[src/rtl/button_input_pkg.sv]
// Shared types and constants for the button_input debouncer.
package button_input_pkg;

  localparam int unsigned CNT_W = 8;

  typedef enum logic [1:0] {
    IDLE,
    PRESS_WAIT,
    PRESSED,
    RELEASE_WAIT
  } btn_state_t;

endpackage

[src/rtl/button_debounce_fsm.sv]
// Per-button debounce FSM: stable-sample counting, event pulses, press counter
// and (with BUTTON_INPUT_LONG_PRESS_EN) the long-press hold counter.
module button_debounce_fsm
  import button_input_pkg::*;
#(
  parameter int unsigned STABLE_TICKS = 20,
  parameter int unsigned LONG_TICKS   = 1000
) (
  input  logic             clk,
  input  logic             rst,
  input  logic             tick,
  input  logic             raw,
  output logic             level,
  output logic             press_evt,
  output logic             release_evt,
  output logic [CNT_W-1:0] press_cnt
`ifdef BUTTON_INPUT_LONG_PRESS_EN
  ,
  output logic             long_evt
`endif
);

  localparam int unsigned SW = $clog2(STABLE_TICKS + 1);
  localparam logic [SW-1:0] STABLE_MAX = SW'(STABLE_TICKS);

  btn_state_t    state_q, state_n;
  logic [SW-1:0] cnt_q, cnt_n, cnt_inc;
  logic          press_n, release_n;

  assign cnt_inc = cnt_q + SW'(1);

  always_comb begin
    state_n   = state_q;
    cnt_n     = cnt_q;
    press_n   = 1'b0;
    release_n = 1'b0;
    if (tick) begin
      unique case (state_q)
        IDLE: begin
          if (raw) begin
            state_n = PRESS_WAIT;
            cnt_n   = SW'(1);
          end
        end
        PRESS_WAIT: begin
          if (!raw) begin
            state_n = IDLE;
            cnt_n   = '0;
          end else if (cnt_inc == STABLE_MAX) begin
            state_n = PRESSED;
            cnt_n   = '0;
            press_n = 1'b1;
          end else begin
            cnt_n = cnt_inc;
          end
        end
        PRESSED: begin
          if (!raw) begin
            state_n = RELEASE_WAIT;
            cnt_n   = SW'(1);
          end
        end
        RELEASE_WAIT: begin
          if (raw) begin
            state_n = PRESSED;
            cnt_n   = '0;
          end else if (cnt_inc == STABLE_MAX) begin
            state_n   = IDLE;
            cnt_n     = '0;
            release_n = 1'b1;
          end else begin
            cnt_n = cnt_inc;
          end
        end
        default: begin
          state_n = IDLE;
          cnt_n   = '0;
        end
      endcase
    end
  end

  always_ff @(posedge clk) begin
    if (rst) begin
      state_q     <= IDLE;
      cnt_q       <= '0;
      level       <= 1'b0;
      press_evt   <= 1'b0;
      release_evt <= 1'b0;
      press_cnt   <= '0;
    end else begin
      state_q     <= state_n;
      cnt_q       <= cnt_n;
      level       <= (state_n == PRESSED) || (state_n == RELEASE_WAIT);
      press_evt   <= press_n;
      release_evt <= release_n;
      if (press_n) press_cnt <= press_cnt + CNT_W'(1);
    end
  end

`ifdef BUTTON_INPUT_LONG_PRESS_EN
  localparam int unsigned LW = $clog2(LONG_TICKS + 1);
  localparam logic [LW-1:0] LONG_MAX = LW'(LONG_TICKS);

  logic [LW-1:0] hold_q, hold_n, hold_inc;
  logic          long_n;

  assign hold_inc = hold_q + LW'(1);

  // Saturating at LONG_MAX is what limits btn_long to one pulse per press,
  // even across release bounces that return to PRESSED.
  always_comb begin
    hold_n = hold_q;
    long_n = 1'b0;
    if (tick && state_q == PRESSED && raw && hold_q != LONG_MAX) begin
      hold_n = hold_inc;
      long_n = (hold_inc == LONG_MAX);
    end
    if (state_n == IDLE) hold_n = '0;
  end

  always_ff @(posedge clk) begin
    if (rst) begin
      hold_q   <= '0;
      long_evt <= 1'b0;
    end else begin
      hold_q   <= hold_n;
      long_evt <= long_n;
    end
  end
`else
  localparam int unsigned LONG_UNUSED = LONG_TICKS;
`endif

endmodule

[src/rtl/button_input.sv]
// Multi-button debouncer: synchronizers and shared tick prescaler feeding one
// button_debounce_fsm per button. Define BUTTON_INPUT_LONG_PRESS_EN for btn_long.
module button_input
  import button_input_pkg::*;
#(
  parameter int unsigned NUM_BTN      = 2,
  parameter int unsigned TICK_DIV     = 27000,
  parameter int unsigned STABLE_TICKS = 20,
  parameter int unsigned LONG_TICKS   = 1000
) (
  input  logic                       clk,
  input  logic                       rst,
  input  logic [NUM_BTN-1:0]         btn_n,
  output logic [NUM_BTN-1:0]         btn_level,
  output logic [NUM_BTN-1:0]         btn_press,
  output logic [NUM_BTN-1:0]         btn_release,
  output logic [CNT_W*NUM_BTN-1:0]   press_cnt
`ifdef BUTTON_INPUT_LONG_PRESS_EN
  ,
  output logic [NUM_BTN-1:0]         btn_long
`endif
);

  localparam int unsigned PW = (TICK_DIV > 1) ? $clog2(TICK_DIV) : 1;
  localparam logic [PW-1:0] DIV_LAST = PW'(TICK_DIV - 1);

  logic [NUM_BTN-1:0] sync1, sync2, raw;
  logic [PW-1:0]      div_q;
  logic               tick;

  // Synchronizers reset to the released level so a button held through
  // reset is seen as a fresh press afterwards.
  always_ff @(posedge clk) begin
    if (rst) begin
      sync1 <= '1;
      sync2 <= '1;
    end else begin
      sync1 <= btn_n;
      sync2 <= sync1;
    end
  end

  assign raw = ~sync2;

  always_ff @(posedge clk) begin
    if (rst) begin
      div_q <= '0;
      tick  <= 1'b0;
    end else if (div_q == DIV_LAST) begin
      div_q <= '0;
      tick  <= 1'b1;
    end else begin
      div_q <= div_q + PW'(1);
      tick  <= 1'b0;
    end
  end

  for (genvar i = 0; i < NUM_BTN; i++) begin : g_btn
`ifdef BUTTON_INPUT_LONG_PRESS_EN
    button_debounce_fsm #(
      .STABLE_TICKS(STABLE_TICKS),
      .LONG_TICKS  (LONG_TICKS)
    ) u_fsm (
      .clk        (clk),
      .rst        (rst),
      .tick       (tick),
      .raw        (raw[i]),
      .level      (btn_level[i]),
      .press_evt  (btn_press[i]),
      .release_evt(btn_release[i]),
      .press_cnt  (press_cnt[CNT_W*i +: CNT_W]),
      .long_evt   (btn_long[i])
    );
`else
    button_debounce_fsm #(
      .STABLE_TICKS(STABLE_TICKS),
      .LONG_TICKS  (LONG_TICKS)
    ) u_fsm (
      .clk        (clk),
      .rst        (rst),
      .tick       (tick),
      .raw        (raw[i]),
      .level      (btn_level[i]),
      .press_evt  (btn_press[i]),
      .release_evt(btn_release[i]),
      .press_cnt  (press_cnt[CNT_W*i +: CNT_W])
    );
`endif
  end

endmodule

[config.mk]
export PLATFORM = sky130hd
export DESIGN_NAME = button_input
export DESIGN_NICKNAME = d
export VERILOG_FILES = /design/src/rtl/button_input_pkg.sv /design/src/rtl/button_debounce_fsm.sv /design/src/rtl/button_input.sv
export SDC_FILE = /design/constraint.sdc
export NUM_CORES = 1
export LEC_CHECK = 0
export CORE_MARGIN = 2
export CORE_UTILIZATION = 45
export CTS_BUF_LIST = sky130_fd_sc_hd__clkbuf_2 sky130_fd_sc_hd__clkbuf_4 sky130_fd_sc_hd__clkbuf_8
export DETAILED_ROUTE_END_ITERATION = 12
export PLACE_DENSITY = 0.68
export SYNTH_ARGS = -nofsm -noshare
export SYNTH_HDL_FRONTEND = slang
export SYNTH_SLANG_ARGS = --single-unit
[constraint.sdc]
create_clock -name clk -period 1.5 [get_ports clk]
set_input_delay 0.225 -clock clk [delete_from_list [all_inputs] [get_ports clk]]
set_output_delay 0.225 -clock clk [all_outputs]
set_load 0.01 [all_outputs]
==> out/results.ini <==
[outcome]
status=finished with violations
violations=negative setup slack

[place]
gp_congestion=0.808
post_dp_cell_area_um2=3040
place_ws_ns=-0.0584
place_hpwl_um=3530
io_buffers=25
dp.cells=401

[timing]
drv_slew=0
period_share_pct=103
rsz0062_at_grt=true
period_needed_ns=1.54
fmax_ghz=0.649
hold_viol_final=0
setup_ws_ns=-0.0418
worst-slew-pin-transition_ns=0.541
relSlewSlack_pct=63.5
finalSetupViolations=11
fin_skew_ns=0.00620

[synthesis]
syn_nets=298
ys_seq_elements=56
synth_edf_count=0
avgSynthCellArea_um2=8.70
synth.top_cell.area_share_pct=44.6
synth_area_um2=2510
netlist-cell-type-count=40
synth_ff_type=dfxtp_1
synth_warnings=0
ys_top_cells_by_count=56 x dfxtp_1, 37 x nor2_1, 24 x nand2_1
yosysMostFrequentCell=dfxtp_1
netlist_instances=289
synthArstFlopShare_pct=0
synth_top_area_cell=dfxtp_1
synth.area.top_cells=dfxtp_1 45%, xnor2_1 6.3%, nor2_1 5.5%, nand2_1 3.6%, nand3_1 3.2%
seq_area_frac_synth_pct=44.6

[worst_setup_path]
cp-end-kind=register
cp_max_fo=8
path_class=register to register
startpoint_type=register
critPathArrivalTime_ns=1.75
cp.required_ns=1.71

[layout]
antenna_cells=0
fin_cells=412
layout-drive-gt1-share_pct=29.1
area_delta_synth_final_pct=32.1
final_cell_area_um2=3320
layout.nets=348

[power_and_ir_drop]
peakVddDrop_uv=658
cellLeakagePower_nw=1.27
p_per_area_nw_per_um2=732

[die]
ioPinCount=26
dieHeight_um=78.7
dieWidth_um=78.7
rows=27
core_area_um2=5440
die_area_um2=6200
initial_core_util_pct=46.2

[drt]
drt_first_iter_violations=118
num_vias=2153
drc_errors=0
viasPerCell=5.23
wl_um=5260
drtAntennaViolNets=0
wire_per_inst_um=12.8
firstDrtPassIters=4

[global_routing]
grt_pass1_wl_um=8700
grt_max_degree=19
globalRouteTotalUtil_pct=17.5
antenna_found_initial=0
grt-ovfl-total=0
grt_pass1_vias=1930

[clocking]
cts_tree=yes
numClockSinks=56
cts-root-buf=clkbuf_8
clock_latency_ns=0.31
cts-htree-levels=2
cts-buffers-inserted=5
clock_path_buffers=2
cts_hold_buffers=0
clkTransAtPathRegs_ns=0.10

[hold_path]
min_path_type=register to register

[job]
cap_violations=0

power breakdown:
| part | switching, W | leakage, nW | internal [W] | total [W] |
|---|---|---|---|---|
| logic | 0.0000448 | 0.772 | 0.0000426 | 0.0000874 |
| clock network | 0.000510 | 0.0404 | 0.000332 | 0.000842 |
| registers | 0.00000834 | 0.461 | 0.00149 | 0.00150 |
worst max-delay path, stage by stage (launching register included):
cell	delay, ns
dfxtp_2	0.33
or4b_4	0.54
nor4_4	0.15
or2_1	0.19
buf_6	0.17
nor2_2	0.05
metrics by stage:
step | utilization [%] | setup TNS (ns) | total power [W] | hold slack [ns]
6_report | 61.1 | -0.286 | 0.00243 | 0.419
3_5_place_dp | 56.0 | -0.566 | 0.00162 | 0.394
5_1_grt | 61.1 | -1.56 | 0.00253 | 0.435
2_1_floorplan | - | -0.157 | 0.00158 | 0.329
3_3_place_gp | 56.0 | 0 | 0.00161 | 0.396
4_1_cts | 58.1 | 0 | 0.00244 | 0.419
sequential cells by signal (all words and copies together) (netlist names):
register	count
div_q	15
sync1	2
g_btn.u_fsm.cnt_q	10
g_btn.u_fsm.level	2
sync2	2
tick	1
g_btn.u_fsm.release_evt	2
g_btn.u_fsm.press_cnt	16
g_btn.u_fsm.press_evt	2
g_btn.u_fsm.state_q	4
layout by cell type, fill, tap and decap left out, drive strengths merged, types with 2 or more instances in the layout:
cell type and instances:
dfxtp 56, nor2 37, buf 35, nand2 25, xnor2 18, clkdlybuf4s50 16
nand3 16, a21oi 12, o21ai 11, nand4 9, nor3 9, xor2 8
dlymetal6s2s 8, inv 7, nor2b 7, or2 7, nor4 7, clkbuf 5
ha 5, a31oi 4, and4bb 4, and2 3, nand3b 3, o31ai 3
or4 3, nand4b 2, a22oi 2, a32oi 2, a211oi 2, and3 2
nand4bb 2, clkinvlp 2
cell families after synthesis:
family / after synthesis / share of synthesized area (%)
AND/OR/NAND/NOR: 139 / 29.5
flip-flops: 56 / 44.6
AO/OA/AOI/OAI: 38 / 8.96
XOR/XNOR: 26 / 9.06
buffers and inverters: 24 / 4.98
adder cells (fa/ha/maj): 5 / 2.49
multiplexers: 1 / 0.448
layout make-up:
class	instances	area (um^2)
repair buffers	60	552
clock buffers	5	68.8
well taps	72	90.1
flip-flops and latches	56	1150
clock inverters	3	23.8
multi-input cells	209	1410
fillers	461	2120
inverters	7	26.3
path summary, 6_finish.rpt:
path	cells past startpoint	slack (ns)	startpoint	to
max reg2reg	5	-0.04	div_q[12]	div_q[12]
min reg2reg	1	0.42	sync1[0]	sync2[0]
min	1	0.42	sync1[0]	sync2[0]
max	5	-0.04	div_q[12]	div_q[12]
repair_timing:
item,4_1_cts,5_1_grt
setup endpoints to repair,23,38
cloned,0,0
pin swaps,1,12
setup buffers,1,2
resized for setup,10,45
layer usage:
metal	global-route usage (%)	part of all wire, %
met3	4.32	2.8
met4	4.74	1.4
met2	28.3	48
met1	23.3	48
met5	0	0
Power figures use the tool's default switching activity.
==> patch 1 (same settings) <==
Build with the macro `BUTTON_INPUT_LONG_PRESS_EN` defined.
--- a/src/rtl/button_debounce_fsm.sv
+++ b/src/rtl/button_debounce_fsm.sv
@@ -2,2 +2,4 @@
 // and (with BUTTON_INPUT_LONG_PRESS_EN) the long-press hold counter.
+`define BUTTON_INPUT_LONG_PRESS_EN
+
 module button_debounce_fsm
Behaviour (old outputs only; new: btn_long): unchanged (Yosys induction, for registers that start in step).
==> patch 1 against the original RTL <==
  * Largest cell class unchanged
  * Routed wire length is 63% higher
  * Synthesized area is 48% higher
  * Total power increased by 57%
  * Sequential cell count is 22 higher
  * Utilization rose by 1.4 points
  * Worst setup slack worse by 0.081 ns
  * Combinational power grew 19%
  * Cell area rose by 53%
  * The run still ends with negative setup slack left
  * Clock power grew 92%
==> patch 1: results (changes against the original RTL) <==
- Outcome: complete, but fails checks
- Failing checks: negative setup slack
- CTS Buffer Depth: 2 (unchanged)
- CP arrival: 1.86 ns (+0.11 ns)
- Relative slew slack: 77.1% (+14 points)
- Gr ovfl total: 0 (unchanged)
- Post-synth ARST share: 0% (unchanged)
- CP Max Fanout: 7 (-1)
- Htree depth: 3 (+1)
- Final setup viols: 16 (+5)
- Worst vdd ir: 0.514 mV (-22%)
- Leak pwr: 1.95 nW (+53%)
- Post-Place Setup Slack: -0.128 ns (-0.0691 ns)
- First-pass GRT wire length: 13900 um (+60%)
- Cells after DPL: 614 (+53%)
- Dpl hpwl: 5790 um (+64%)
- Fraction of layout instances using a drive strength above 1: 29.8% (+0.64 points)
- Biggest regs: g_btn.u_fsm.hold_q: 20 flops, g_btn.u_fsm.press_cnt: 16 flops, div_q: 15 flops
- Min-Delay Path Class: register to register
- Routed WL: 8580 um (+63%)
- Vias/cell: 5.32 (+1.8%)
- Final cell count without fillers: 636 (+54%)
- Total track usage: 19.6% (+2.1 points)
- Syn Nets: 446 (+50%)
- Root Buffer: clkbuf_8
- Diodes inserted: 0 (unchanged)
- Setup ws final: -0.123 ns (-0.0810 ns)
- Clk slew on worst S/H paths: 0.08 ns (-0.02 ns)
- Layout Skew: 0.0164 ns (+0.0102 ns)
- Synth top cells by count: dfxtp_1, nor2_1, nand2_1
- GP Congestion: 0.868 (+7.5%)
- Synthesized area per cell: 8.61 um2 (-0.96%)
- Pre-antenna DRT Iters: 4 (unchanged)
- Starting DRC count in detailed routing: 108 (-8.5%)
- Synth warnings: 0 (unchanged)
- Initial antenna violation count: 0 (unchanged)
- Sequential-to-total area share from yosys stat: 41.9% (-2.7 points)
- Number of port buffers: 27 (+8.0%)
- HP Start: sync1[1]
- Top post-synthesis cells by area: dfxtp_1, nor2_1, xnor2_1
- Largest net degree at the start of global routing: 29 (+10)
- Worst skew pair latency: 0.36 ns (+0.05 ns)
- Reg2Reg Launch Point: div_q[7]
- Internal power: 2.96 mW (+59%)
- Vias in the first global route: 3132 (+62%)
- CTS Buf Count: 9 (+4)
- Synth cell types: 51 (+28%)
- Nets: 539 (+55%)
- Min Hold Slack: 0.422 ns (+0.00345 ns)
- Crit path kind: register to register
[patch 1: cell count changes after synthesis, sizes merged, moves of 8 or more]
cell   unedited run  this run
o21ai            11        20
nor2             37        64
nand4             9        19
or3               0        12
inv               7        19
mux2i             0         8
dfxtp            56        78
[patch 1: worst paths after layout]
kind              depth (start not counted)         to  slack (ns)
hold reg to reg                           1   sync2[1]        0.42
setup reg to reg                          4  div_q[12]       -0.12
hold / removal                            1   sync2[1]        0.42
setup / recovery                          4  div_q[12]       -0.12
[patch 1: worst max-delay path, cell delays in order, from the launching register on]
cell and delay (ns):
dfxtp_2 0.32, or4b_1 0.51, or4_4 0.48, nand2b_4 0.15
nor2_1 0.05
[patch 1: per-stage QoR]
step / instance area, um2 / TNS [ns]
after global placement: 4640 / -1.84
after CTS: 4960 / -1.41
after global routing: 5080 / -2.55
after floorplan: 3820 / -1.20
after detailed placement: 4640 / -2.97
final: 5080 / -1.45
[patch 1: power groups by stage]
stage	sequential (mW)	combinational (mW)	clock, mW
final	2.08	0.104	1.62
after global routing	2.09	0.116	1.74
after CTS	2.08	0.102	1.66
after detailed placement	2.14	0.0985	0
after global placement	2.14	0.0963	0
after floorplan	2.14	0.0500	0
[patch 1: per-layer routing]
layer  track usage (%)  vias to the layer above  routed length [um]
met1              23.1                     1609                3760
li1                  -                     1718                   -
met3              3.24                       11                 174
met5                 0                        -                   0
met2              34.8                       47                4490
met4              8.82                        0                 156
[patch 1: kinds of logic after synthesis]
kind of cell | count (synthesis) | share of synthesized area, %
AO/OA/AOI/OAI | 68 | 11.6
multiplexers | 10 | 2.75
AND/OR/NAND/NOR | 193 | 27.6
XOR/XNOR | 33 | 7.75
flip-flops | 78 | 41.9
adder cells (fa/ha/maj) | 9 | 3.02
buffers and inverters | 42 | 5.40
[patch 1: final cells by class]
type                       instances  area, um2
clock buffer                      11        145
sequential                        78       1590
fill                             675       3060
multi-input combinational        315       2220
clock inverter                     5       58.8
timing repair buffer             103        860
inverter                          19       71.3
tap                              105        131
[patch 1: repair_timing]
action	CTS	global route
gates resized for setup	31	39
pin swaps	18	11
setup endpoints to repair	46	52
gates cloned	2	0
buffers inserted	4	0
==> patch 2 (same flow settings) <==
Made on the original files. Encoding of `btn_state_t`: now one-hot (4 bits for 4 states).
--- a/src/rtl/button_input_pkg.sv
+++ b/src/rtl/button_input_pkg.sv
@@ -5,7 +5,7 @@
 
-  typedef enum logic [1:0] {
-    IDLE,
-    PRESS_WAIT,
-    PRESSED,
-    RELEASE_WAIT
+  typedef enum logic [3:0] {
+    IDLE         = 4'b0001,
+    PRESS_WAIT   = 4'b0010,
+    PRESSED      = 4'b0100,
+    RELEASE_WAIT = 4'b1000
   } btn_state_t;
Function: no difference found for any inputs over 10 cycles, from zero or initial values and one cycle with rst high; not proved beyond that.
==> patch 2 against the original RTL <==
  * The flow still finishes with violations (negative setup slack)
  * Cell area increased by 35%
  * Worst hold slack got worse by 0.0066 ns
  * Sequential cell count increased by 4
  * Sequential power increased by 7%
  * Die area increased by 23%
  * Final cell count increased by 28%
  * Worst setup slack got worse by 0.11 ns
  * Utilization increased by 5.2 points
  * First-iteration DRC count decreased by 22%
  * Total power increased by 38%
  * Synthesized area increased by 24%
  * Routed wire length increased by 52%
  * Largest power group is now the clock network
  * Highest routed layer unchanged
==> patch 2: results (changes against the original RTL) <==
- Outcome: complete, but fails checks
- Failing checks: negative setup slack
- Seq/total area: 27.9% (-6.7 points)
- Starting DRC count in detailed routing: 92 (-22%)
- Cell class contributing the biggest share of worst-path delay: compound AO/OA/AOI/OAI gates
- Leak pwr: 1.87 nW (+47%)
- Logic power comb: 92.4 uW (+5.7%)
- Post-Place Setup Slack: -0.221 ns (-0.163 ns)
- Largest net degree at the start of global routing: 18 (-1)
- Mapped cell area: 0.00313 mm2 (+24%)
- Dpl hpwl: 5050 um (+43%)
- Final setup viols: 17 (+6)
- P_seq: 1.60 mW (+7%)
- Setup ws final: -0.157 ns (-0.115 ns)
- Clk slew on worst S/H paths: 0.07 ns (-0.03 ns)
- XOR/XNOR Fraction of Synth Area: 8.96% (-0.099 points)
- Non-clock inverter count: 8 (+1)
- Setup_tns: -0.839 ns (-0.553 ns)
- CP Max Fanout: 7 (-1)
- Fraction of layout instances using a drive strength above 1: 39.9% (+11 points)
- Routed WL: 7990 um (+52%)
- Total clock sinks: 60 (+7.1%)
- Syn Nets: 363 (+22%)
- Total track usage: 21.1% (+3.6 points)
- Nonclk buf count: 104 (+73%)
- Worst skew pair latency: 0.34 ns (+0.03 ns)
- Synth top cells by count: dfxtp_1, nor2_1, nand2_1
- HP Start: sync1[1]
- Top post-synthesis cells by area: dfxtp_1, nor2_1, xor2_1
- Vias in the first global route: 2803 (+45%)
[patch 2: per-layer routing]
metal / track usage (%) / up-vias / routed length (um)
met4: 7.55 / 0 / 147
met3: 6.35 / 14 / 284
met5: 0 / - / 0
met1: 25.1 / 1373 / 3360
met2: 35.9 / 73 / 4200
li1: - / 1420 / -
[patch 2: worst reg2reg max path, stage by stage (launching register included)]
cell and delay [ns]:
dfxtp_4 0.36, ha_4 0.16, and4bb_4 0.23, o31ai_2 0.25, a32oi_2 0.19, xnor2_1 0.19
o2111a_1 0.22
[patch 2: final timing paths]
check / cells past startpoint / to / slack (ns)
worst max-delay path: 6 / g_btn[1].u_fsm.level / -0.16
worst min-delay path: 1 / sync2[1] / 0.41
worst max register to register: 6 / g_btn[1].u_fsm.level / -0.16
worst min register to register: 1 / sync2[1] / 0.41
[patch 2: through the flow]
stage                     util [%]  hold WS [ns]
after floorplan                  -         0.329
after global placement        56.4         0.402
after detailed placement      56.4         0.405
after CTS                     61.9         0.419
after global routing          66.3         0.440
final                         66.3         0.412
